===== src/rtl/broadcaster.sv =====
// Expands two scalar pins into two N-bit adder operands plus carry-in.
// All outputs are registered: one clock of latency, synchronous active-low reset.
module broadcaster #(
  parameter int N = 16
) (
  input  logic         clk,
  input  logic         rst_n,
  input  logic         pin_a,
  input  logic         pin_b,
  input  logic         en,
  input  logic [1:0]   mode,
  output logic [N-1:0] a,
  output logic [N-1:0] b,
  output logic         cin
);

  // Builds one operand from a single pin bit.
  // Checkerboard mode starts with x at bit 0 and inverts on every odd bit.
  function automatic logic [N-1:0] pattern(input logic x, input logic [1:0] m);
    logic [N-1:0] p;
    p = '0;
    for (int i = 0; i < N; i++) begin
      case (m)
        2'd0:    p[i] = x;
        2'd1:    p[i] = x ^ i[0];
        2'd2:    p[i] = (i == 0) ? x : 1'b0;
        default: p[i] = ~x;
      endcase
    end
    return p;
  endfunction

  always_ff @(posedge clk) begin
    if (!rst_n) begin
      a   <= '0;
      b   <= '0;
      cin <= 1'b0;
    end else if (en) begin
      a   <= pattern(pin_a, mode);
      b   <= pattern(pin_b, mode);
      cin <= pin_a & pin_b;
    end
  end

endmodule


===== config.mk =====
export PLATFORM = sky130hd
export DESIGN_NAME = broadcaster
export DESIGN_NICKNAME = d
export VERILOG_FILES = /design/src/rtl/broadcaster.sv
export SDC_FILE = /design/constraint.sdc
export NUM_CORES = 1
export LEC_CHECK = 0
export CORE_UTILIZATION = 33
export DETAILED_ROUTE_END_ITERATION = 16
export PLACE_DENSITY = 0.8
export SLEW_MARGIN = 20
export SYNTH_ARGS = -nofsm -noshare
export SYNTH_HDL_FRONTEND = slang
export SYNTH_SLANG_ARGS = --single-unit

===== constraint.sdc =====
create_clock -name clk -period 1.6 [get_ports clk]
set_input_delay 0.32 -clock clk [delete_from_list [all_inputs] [get_ports clk]]
set_output_delay 0.32 -clock clk [all_outputs]
set_load 0.05 [all_outputs]

# Yosys cells after proc, flatten, opt, wreduce, memory -nomap -nowiden
# Cells that the tools add are included.
# W data, S select, Z words.
# classes
n_reduce_logical	3
n_eq_ne	2
n_mux	6
n_bitwise	3
# op_table
operator	n
$pmux W1 S2	4
$reduce_or A3 Y1	1
$eq A2 B1 Y1 const B	1
$eq A2 B2 Y1 const B	1
$logic_not A2 Y1	1
$mux W1	2
$not A1 Y1	2
$reduce_or A2 Y1	1
$and A1 B1 Y1	1
# word_totals
ff_bits	33
in_bits	7
output_inout_bits	33
word_cells	17

# Longest topological paths before layout
# logic_depth
ltp_word	3
mapped_depth	3
mapped_depth_nobuf	2

# Worst setup path after synthesis
# Ideal clock, no wire load.
# synth_path
path_kind	reg2out
startpoint	register, netlist name b[13]
endpoint	output port b[11]
arrival_time_ps	1027
required_ps	1280
n_path_buf	1
path_slack_ps	253
stages_incl_launch_ff	2
cell_sequence	dfxtp_1 -> buf_4
# synth_rtl
element	line_no	rtl
end: declaration	13	output logic [N-1:0] b,

==> flow_metrics.py <==
metrics = {
    "worst_setup_path": {
        "required_ns": 1.28,
        "path_cells": "buf_4 > buf_12",
        "cp-start-kind": "register",
        "critical_path_class": "register to primary output",
        "end_kind": "primary output",
        "reg2reg_depth": 3,
        "critPathMaxStageDelay_ns": 0.33,
        "slowest_stage": "dfxtp_1",
        "worstPathArrival_ns": 1.00,
        "cp_max_fo": 7,
    },
    "drt": {
        "via_per_inst": 4.85,
        "drtIter0Drc": 8,
        "dr.pass1.iters": 4,
        "wl_per_cell_um": 14.4,
        "antenna_left": 0,
        "drcViolationCount": 0,
        "dr_total_vias": 456,
        "drt_wl_total_mm": 1.35,
    },
    "pwr": {
        "p_leak_nw": 0.438,
        "power.density_nw_per_um2": 821,
        "power.ir.vdd_worst_uv": 552,
    },
    "clock_tree": {
        "cts_root_buf": "clkbuf_4",
        "clock-sinks": 7,
        "clockBufferDepth": 2,
        "clkLatencyLatePin_ns": 0.25,
        "cts_tree": "built",
        "hold_buffers": 0,
        "numCtsBuffers": 3,
        "postCtsSetupRepairBufs": 0,
        "cts_max_level": 1,
        "ctsResizeCount": 0,
        "cts.clk_slew.worst_paths_ns": 0.05,
    },
    "floorplan": {
        "ioPinCount": 40,
        "die_h_um": 41.1,
        "dieWidth_um": 41.1,
        "core.rowCount": 13,
        "core_area_um2": 1370,
        "initial_utilization_pct": 36.9,
        "dieArea_um2": 1690,
    },
    "logic_synthesis": {
        "synth-seq-cells": 7,
        "syn_area_um2": 504,
        "synth_fp_nets": 66,
        "postSynthAreaPerCell_um2": 8.55,
        "yosysSeqAreaShare_pct": 27.8,
        "ys_types": 11,
        "syn_inst": 59,
        "yosysWarnings": 0,
    },
    "placement": {
        "gp_congestion": 0.714,
        "io_buffers": 39,
        "place_hpwl_mm": 1.12,
    },
    "finish": {
        "drive_gt1_share_pct": 53.2,
        "fin_util_pct": 77.7,
        "syn2layout_area_growth_pct": 111,
        "nets": 87,
        "n_antenna_cell": 0,
        "nFillCells": 86,
    },
    "grt": {
        "top_usage_layer": "met2",
        "grt_pass1_vias": 371,
        "use_met3_pct": 5.43,
        "antenna_found_initial": 0,
        "grt_use_met2_pct": 28.9,
        "grt_pass1_wl_mm": 1.96,
        "grt_max_degree": 15,
        "met1_usage_pct": 23.2,
        "track_usage_pct": 18.4,
        "grt_overflow": 0,
    },
    "timing": {
        "period_share_pct": 82.4,
        "slew_headroom_pct": 72.7,
        "fin_crit_ns": 1.32,
        "setup_viol": 0,
        "clock.fmax_mhz": 758,
        "finalHoldViolCount": 0,
        "fin_setup_tns_ns": 0,
        "tightest_slew_ns": 0.408,
        "slew_viol_final": 0,
        "skew_ns": 0,
        "rsz0062_at_grt": "no",
    },
    "run": {
        "maxCapViolCount": 0,
    },
    "hold_path": {
        "hold_path_class": "register to register",
        "holdPathStages": 2,
    },
    "status": {
        "outcome": "complete, no violations",
    },
}
-- report_power, final --
part           internal (mW)  total, mW  switching (mW)  leakage (nW)
combinational          0.228      0.515           0.286         0.365
sequential             0.186      0.191         0.00538        0.0580
clock                 0.0955      0.166          0.0705        0.0150
-- cells in the mapped netlist, drive strengths merged --
cell	number	area share [%]
buf	27	40
dfxtp	7	28
a31oi	6	7.4
nand3b	2	3.0
nand2b	5	6.2
or3b	2	3.5
nand3	1	0.99
a21bo	2	4.0
a21boi	1	1.5
o21ai	6	6.0
-- logic make-up after synthesis --
kind of cell	share of synthesized area (%)
AO/OA/AOI/OAI	18.9
buffers and inverters	39.7
flip-flops	27.8
AND/OR/NAND/NOR	13.6
-- worst max-delay path, delay by kind of cell, from the launching register on --
| kind | cells | cell delay [ns] |
|---|---|---|
| buffers and inverters | 2 | 0.42 |
| DFF | 1 | 0.33 |
-- per-stage QoR --
stage	instances	power, mW	hold slack [ns]	worst slack, ns	area, µm²
finish	94	0.872	0.517	0.281	1060
global route	94	0.905	0.537	0.245	1060
CTS	94	0.881	0.510	0.264	1060
detailed placement	90	0.713	0.504	0.0843	1040
global placement	90	0.702	0.471	0.141	1040
floorplan	59	0.493	0.458	0.253	504
-- area by class of cell --
| cell class | instances | area (µm²) | area share [%] |
|---|---|---|---|
| Timing Repair Buffer | 43 | 713 | 67.1 |
| Multi-Input combinational cell | 25 | 164 | 15.4 |
| Sequential cell | 7 | 140 | 13.2 |
| Clock buffer | 4 | 26.3 | 2.47 |
| Tap cell | 15 | 18.8 | 1.77 |
-- sequential cells by signal (all words and copies together) (netlist names) --
| register | flops |
|---|---|
| cin | 1 |
| b | 3 |
| a | 3 |
-- layout by cell type, fill, tap and decap left out --
master            n
dfxtp_1           7
buf_4             7
a21boi_0          1
buf_12           30
o21ai_0           6
a21bo_2           2
nand3_1           1
clkbuf_1          1
or3b_1            2
clkbuf_4          3
nand3b_1          2
a31oi_1           6
nand2b_1          5
clkdlybuf4s50_1   6
-- metal layers --
metal	up-vias	part of all wire (%)
met3	0	11
met2	32	50
met4	0	0
met1	208	38
li1	216	-
met5	-	0
-- final timing paths --
| path | startpoint | end | slack [ns] |
|---|---|---|---|
| setup / recovery | b[14]$_SDFFE_PN0P_ | b[8] | 0.28 |
| hold / removal | cin$_SDFFE_PN0P_ | cin$_SDFFE_PN0P_ | 0.52 |
| setup reg to reg | b[13]$_SDFFE_PN0P_ | b[13]$_SDFFE_PN0P_ | 0.70 |
| hold reg to reg | cin$_SDFFE_PN0P_ | cin$_SDFFE_PN0P_ | 0.52 |
(Power assumes the default switching activity.)
